## src/rtl/motion_sequencer.sv

```systemverilog
// Queues drive commands and runs them one at a time on the left/right wheel step controllers.
// Optional build macro SEQ_STATS_EN adds the moves_done completed-move counter output.
module motion_sequencer #(
  parameter int          DEPTH      = 4,
  parameter logic [15:0] GAP_CYCLES = 16'd1000,
  parameter logic [15:0] START_WAIT = 16'd64
) (
  input  logic        clk,
  input  logic        rst,
  input  logic        cmd_valid,
  input  logic [1:0]  cmd_op,
  input  logic [15:0] cmd_degs,
  output logic        cmd_ready,
  input  logic        flush,
  output logic        en_l,
  output logic        en_r,
  output logic [15:0] ndegs_l,
  output logic [15:0] ndegs_r,
  output logic        dir_l,
  output logic        dir_r,
  input  logic        busy_l,
  input  logic        busy_r,
  output logic        done,
  output logic        idle,
  output logic        fault
`ifdef SEQ_STATS_EN
  ,output logic [15:0] moves_done
`endif
);

  localparam int PW = (DEPTH > 1) ? $clog2(DEPTH) : 1;
  localparam int CW = PW + 1;
  localparam logic [CW-1:0] FULL_CNT = CW'(DEPTH);

  typedef enum logic [2:0] {
    S_IDLE      = 3'd0,
    S_LOAD      = 3'd1,
    S_START     = 3'd2,
    S_WAIT_BUSY = 3'd3,
    S_RUN       = 3'd4,
    S_GAP       = 3'd5
  } state_t;

  // Returns {dir_l, dir_r} for an opcode; 1 means the wheel turns forward.
  function automatic logic [1:0] dir_map(input logic [1:0] op);
    case (op)
      2'd0:    dir_map = 2'b11;
      2'd1:    dir_map = 2'b00;
      2'd2:    dir_map = 2'b01;
      2'd3:    dir_map = 2'b10;
      default: dir_map = 2'b00;
    endcase
  endfunction

  state_t        state_r, state_next_s;
  logic [17:0]   mem_r [DEPTH];
  logic [PW-1:0] wr_ptr_r, rd_ptr_r;
  logic [CW-1:0] count_r, count_next_s;
  logic [17:0]   head_s;
  logic          push_s, pop_s, empty_s, both_seen_s;
  logic          timeout_s, done_set_s;
  logic [15:0]   wait_cnt_r, gap_cnt_r;
  logic          seen_l_r, seen_r_r;

  assign push_s      = cmd_valid & cmd_ready & ~flush;
  assign empty_s     = (count_r == '0);
  assign head_s      = mem_r[rd_ptr_r];
  assign both_seen_s = (seen_l_r | busy_l) & (seen_r_r | busy_r);

  // Next FIFO occupancy; flush wins over any simultaneous push.
  always_comb begin
    count_next_s = count_r;
    if (flush) begin
      count_next_s = '0;
    end else begin
      case ({push_s, pop_s})
        2'b10:   count_next_s = count_r + CW'(1'b1);
        2'b01:   count_next_s = count_r - CW'(1'b1);
        default: count_next_s = count_r;
      endcase
    end
  end

  // Sequencer next-state and per-cycle events.
  always_comb begin
    state_next_s = state_r;
    pop_s        = 1'b0;
    timeout_s    = 1'b0;
    done_set_s   = 1'b0;
    case (state_r)
      S_IDLE: begin
        if (!empty_s && !flush) begin
          pop_s        = 1'b1;
          state_next_s = S_LOAD;
        end else begin
          state_next_s = S_IDLE;
        end
      end
      S_LOAD:  state_next_s = S_START;
      S_START: state_next_s = S_WAIT_BUSY;
      S_WAIT_BUSY: begin
        if (both_seen_s) begin
          state_next_s = S_RUN;
        end else if (wait_cnt_r == START_WAIT) begin
          timeout_s    = 1'b1;
          state_next_s = S_IDLE;
        end else begin
          state_next_s = S_WAIT_BUSY;
        end
      end
      S_RUN: begin
        if (!busy_l && !busy_r) begin
          done_set_s   = 1'b1;
          state_next_s = S_GAP;
        end else begin
          state_next_s = S_RUN;
        end
      end
      S_GAP: begin
        if (gap_cnt_r == GAP_CYCLES) begin
          state_next_s = S_IDLE;
        end else begin
          state_next_s = S_GAP;
        end
      end
      default: state_next_s = S_IDLE;
    endcase
  end

  // State register.
  always_ff @(posedge clk or posedge rst) begin
    if (rst) state_r <= S_IDLE;
    else     state_r <= state_next_s;
  end

  // FIFO storage; contents are don't-care while empty so no reset is needed.
  always_ff @(posedge clk) begin
    if (push_s) mem_r[wr_ptr_r] <= {cmd_op, cmd_degs};
  end

  // FIFO pointers and occupancy.
  always_ff @(posedge clk or posedge rst) begin
    if (rst) begin
      wr_ptr_r <= '0;
      rd_ptr_r <= '0;
      count_r  <= '0;
    end else begin
      count_r <= count_next_s;
      if (flush) begin
        rd_ptr_r <= wr_ptr_r;
      end else begin
        if (push_s) wr_ptr_r <= wr_ptr_r + PW'(1'b1);
        if (pop_s)  rd_ptr_r <= rd_ptr_r + PW'(1'b1);
      end
    end
  end

  // Start-timeout counter, per-wheel busy latches and inter-move gap counter.
  always_ff @(posedge clk or posedge rst) begin
    if (rst) begin
      wait_cnt_r <= 16'd0;
      gap_cnt_r  <= 16'd0;
      seen_l_r   <= 1'b0;
      seen_r_r   <= 1'b0;
    end else begin
      case (state_r)
        S_START: begin
          wait_cnt_r <= 16'd0;
          seen_l_r   <= 1'b0;
          seen_r_r   <= 1'b0;
        end
        S_WAIT_BUSY: begin
          wait_cnt_r <= wait_cnt_r + 16'd1;
          seen_l_r   <= seen_l_r | busy_l;
          seen_r_r   <= seen_r_r | busy_r;
        end
        S_RUN:   gap_cnt_r <= 16'd0;
        S_GAP:   gap_cnt_r <= gap_cnt_r + 16'd1;
        default: begin
        end
      endcase
    end
  end

  // Registered outputs, computed from next-state so en_* is high exactly while in START.
  always_ff @(posedge clk or posedge rst) begin
    if (rst) begin
      en_l      <= 1'b0;
      en_r      <= 1'b0;
      ndegs_l   <= 16'd0;
      ndegs_r   <= 16'd0;
      dir_l     <= 1'b0;
      dir_r     <= 1'b0;
      done      <= 1'b0;
      fault     <= 1'b0;
      cmd_ready <= 1'b1;
      idle      <= 1'b1;
    end else begin
      en_l      <= (state_next_s == S_START);
      en_r      <= (state_next_s == S_START);
      done      <= done_set_s;
      fault     <= fault | timeout_s;
      cmd_ready <= (count_next_s != FULL_CNT);
      idle      <= (state_next_s == S_IDLE) && (count_next_s == '0);
      if (pop_s) begin
        ndegs_l        <= head_s[15:0];
        ndegs_r        <= head_s[15:0];
        {dir_l, dir_r} <= dir_map(head_s[17:16]);
      end
    end
  end

`ifdef SEQ_STATS_EN
  // Completed-move counter; wraps naturally at 16 bits.
  always_ff @(posedge clk or posedge rst) begin
    if (rst)             moves_done <= 16'd0;
    else if (done_set_s) moves_done <= moves_done + 16'd1;
  end
`endif

endmodule

```

## config.mk

```make
export PLATFORM = sky130hd
export DESIGN_NAME = motion_sequencer
export DESIGN_NICKNAME = d
export VERILOG_FILES = /design/src/rtl/motion_sequencer.sv
export SDC_FILE = /design/constraint.sdc
export NUM_CORES = 1
export LEC_CHECK = 0
export CAP_MARGIN = 20
export CORE_ASPECT_RATIO = 1.4
export CORE_UTILIZATION = 51
export DETAILED_ROUTE_END_ITERATION = 6
export GPL_TIMING_DRIVEN = 1
export PLACE_DENSITY_LB_ADDON = 0.12
export SYNTH_ARGS = -nofsm -noshare
export SYNTH_HDL_FRONTEND = slang
export SYNTH_SLANG_ARGS = --single-unit
```

## constraint.sdc

```tcl
create_clock -name clk -period 2.43 [get_ports clk]
set_clock_uncertainty 0.15 [all_clocks]
set_input_delay 0.486 -clock clk [delete_from_list [all_inputs] [get_ports clk]]
set_output_delay 0.486 -clock clk [all_outputs]
set_load 0.005 [all_outputs]
```

==> results.py <==
metrics = {
    "status": {
        "outcome": "complete, but fails checks",
        "violations": "setup timing",
    },
    "clock_network": {
        "cts.sink_count": 139,
        "clk_pin_slew_ns": 0.06,
        "post_cts_resized": 0,
        "clk_latency_ns": 0.41,
        "root_buffer": "clkbuf_16",
        "h-tree-depth": 4,
        "cts_buffers": 17,
        "holdBufCountCts": 0,
        "clockBufferDepth": 2,
        "tritoncts": "done",
    },
    "yosys": {
        "synth.distinct_cells": 61,
        "ys_warn_count": 0,
        "mappedNetlistNets": 471,
        "synth_edf_count": 72,
        "async_flop_share": 0.482,
        "ys_ff_latch": 139,
        "netlist_instances": 437,
        "syn_area_um2": 6230,
        "avgSynthCellArea_um2": 14.3,
        "yosysSeqAreaShare": 0.616,
        "synth_ff_type": "edfxtp_1",
    },
    "worst_setup_path": {
        "cp-end-kind": "register",
        "slowest_delay_ns": 0.43,
        "critical_path.startpoint": "count_r[0]",
        "path_max_fanout": 2,
        "reg2reg_from": "count_r[0]",
        "cpMaxStageDelayCell": "fa_2",
        "cp.arrival_ns": 2.61,
        "cp-start-kind": "register",
        "setup.worst_path.class": "register to register",
        "cp.required_ns": 2.61,
        "crit_chain": "or3_4, and3_4, ha_4, fa_2, nor3b_2, a211o_1, o221ai_2, nor4b_2",
    },
    "power": {
        "power.total_mw": 8.53,
        "power_density_nw_per_um2": 1100,
        "peakVddDrop_mv": 0.638,
        "leakage_nw": 3.05,
    },
    "die": {
        "coreArea_um2": 11900,
        "initial_core_util": 0.525,
        "pin_count": 64,
        "die_y_um": 133,
        "fp.dieW_um": 95.4,
        "dieArea_um2": 12700,
        "row_count": 47,
    },
    "grt": {
        "grt_pass1_wl_um": 19500,
        "use_met3": 0.0494,
        "grt_pass1_vias": 3953,
        "antenna_found_initial": 0,
        "grt_use_met2": 0.363,
        "grt_usage": 0.209,
        "grtUsageMet1": 0.242,
        "grt_overflow_total": 0,
        "grt_max_degree": 36,
        "grt-busiest-layer": "met2",
    },
    "timing": {
        "fin_setup_tns_ns": -0.00671,
        "rsz0062_at_grt": "true",
        "min_period_ns": 2.44,
        "worst_slack_ns": -0.00671,
        "max_slew.worst_pin.slew_ns": 0.512,
        "relSlewSlack": 0.658,
        "report.final.slew_viol_count": 0,
        "hold_violations": 0,
        "finalSetupViolCount": 1,
        "fmax_mhz": 410,
        "final.period_utilization": 1.00,
    },
    "finish": {
        "final_nets": 552,
        "fin_cells": 678,
        "fillers": 866,
        "insertedDiodeCount": 0,
        "area_growth_pct": 24.6,
        "layout-drive-gt1-share": 0.220,
    },
    "detailed_routing": {
        "dr.pass1.iters": 4,
        "via_count": 3778,
        "drtIter0Drc": 139,
        "drc_errors": 0,
        "ant_nets": 0,
        "vias_per_cell": 5.57,
        "wl_per_cell_um": 17.4,
        "wirelength_um": 11800,
    },
    "min_path": {
        "min_path_type": "input pin to asynchronous set/reset pin",
    },
    "flow_run": {
        "cap_violations": 0,
    },
    "placed_design": {
        "dp_cells": 644,
        "hpwl_um": 8050,
        "dp_slack_ns": -0.436,
        "io_buffer_count": 63,
        "gp_routability_congestion": 0.781,
    },
}
cell usage in the layout, fill, tap and decap left out, types with 7 or more instances in the layout:
| cell type | n |
|---|---|
| nand2_1 | 36 |
| inv_1 | 13 |
| dfrtp_1 | 65 |
| mux2i_1 | 18 |
| buf_4 | 27 |
| o21ai_0 | 24 |
| mux2_4 | 17 |
| nor2_1 | 26 |
| a21oi_1 | 7 |
| ha_1 | 8 |
| nand3_1 | 8 |
| clkdlybuf4s50_1 | 63 |
| mux4_2 | 18 |
| clkbuf_16 | 17 |
| edfxtp_1 | 72 |
| nand4_1 | 9 |
| nor3_1 | 10 |
stage by stage:
stage | util | cell area (µm²) | hold slack, ns
final | 0.654 | 7770 | 0.214
after floorplan | - | 6270 | 0.295
after global placement | 0.600 | 7130 | 0.311
after global routing | 0.654 | 7770 | 0.246
after detailed placement | 0.600 | 7130 | 0.320
after CTS | 0.654 | 7770 | 0.220
critical path: cells and delay by family (launching register included):
kind | cells | cell delay (ns)
simple gates | 4 | 0.99
flops | 1 | 0.37
fa+ha+maj | 2 | 0.59
compound gates | 2 | 0.23
sequential cells by signal (all words and copies together), names as in the netlist:
signal	cells
count_r	3
seen_l_r	1
gap_cnt_r	16
wait_cnt_r	16
en_r	1
cmd_ready	1
fault	1
mem_r	72
ndegs_r	16
idle	1
dir_l	1
rd_ptr_r	2
dir_r	1
seen_r_r	1
done	1
state_r	3
wr_ptr_r	2
cells in the mapped netlist (all sizes together) (3+ instances only):
| master | count | area [µm²] |
|---|---|---|
| edfxtp | 72 | 2160 |
| dfrtp | 65 | 1630 |
| nand2 | 36 | 135 |
| buf | 28 | 219 |
| nor2 | 26 | 97.6 |
| o21ai | 26 | 130 |
| mux2 | 18 | 267 |
| mux2i | 18 | 180 |
| mux4 | 18 | 405 |
| inv | 14 | 52.6 |
| nor3 | 11 | 60.1 |
| nand3 | 10 | 60.1 |
| ha | 9 | 113 |
| nand4 | 9 | 56.3 |
| a21oi | 8 | 40.0 |
| clkbuf | 5 | 18.8 |
| nand2b | 5 | 31.3 |
| nor4 | 5 | 67.6 |
| xnor2 | 5 | 43.8 |
| a31oi | 4 | 25.0 |
| and2 | 4 | 25.0 |
| and3 | 4 | 30.0 |
| nor4b | 3 | 32.5 |
| xor2 | 3 | 26.3 |
final timing paths:
check | slack [ns] | depth (start not counted) | to
max in group asynchronous | 1.36 | 3 | cmd_ready
hold / removal | 0.21 | 2 | wait_cnt_r[7]
setup / recovery | -0.007 | 8 | idle
hold reg to reg | 0.32 | 1 | gap_cnt_r[9]
min in group clk | 0.32 | 1 | gap_cnt_r[9]
setup reg to reg | -0.007 | 8 | idle
where the power goes:
group	internal (mW)	leakage, nW	switching [mW]
sequential	2.90	1.53	0.319
combinational	1.52	1.23	1.08
clock	1.73	0.293	0.984
metal layers:
metal | share of wire | wire length (µm)
met1 | 0.41 | 4780
met2 | 0.54 | 6330
met3 | 0.033 | 388
met4 | 0.023 | 266
met5 | 0 | 0
cells by family (layout without fill, tap and decap cells):
family	after synthesis	in the layout	share of synthesized area
adder cells (fa/ha/maj)	10	10	0.0213
AND/OR/NAND/NOR	125	125	0.113
flip-flops	139	139	0.616
AO/OA/AOI/OAI	54	54	0.0550
multiplexers	54	54	0.137
XOR/XNOR	8	8	0.0112
buffers and inverters	47	141	0.0466
layout make-up:
cell class | count | area [µm²] | share of cell area
clock buffers | 19 | 433 | 0.0557
clock inverters | 13 | 190 | 0.0245
inverters | 14 | 52.6 | 0.00677
multi-input cells | 251 | 2130 | 0.275
flip-flops and latches | 139 | 3840 | 0.495
well taps | 147 | 184 | 0.0237
repair buffers | 95 | 933 | 0.120
repair_timing:
action                                  in CTS  in global routing
endpoints found under the setup margin       2                  2
pin swaps                                    5                  1
setup buffers                                2                  0
Note: power is estimated with default switching activity, not from simulation.
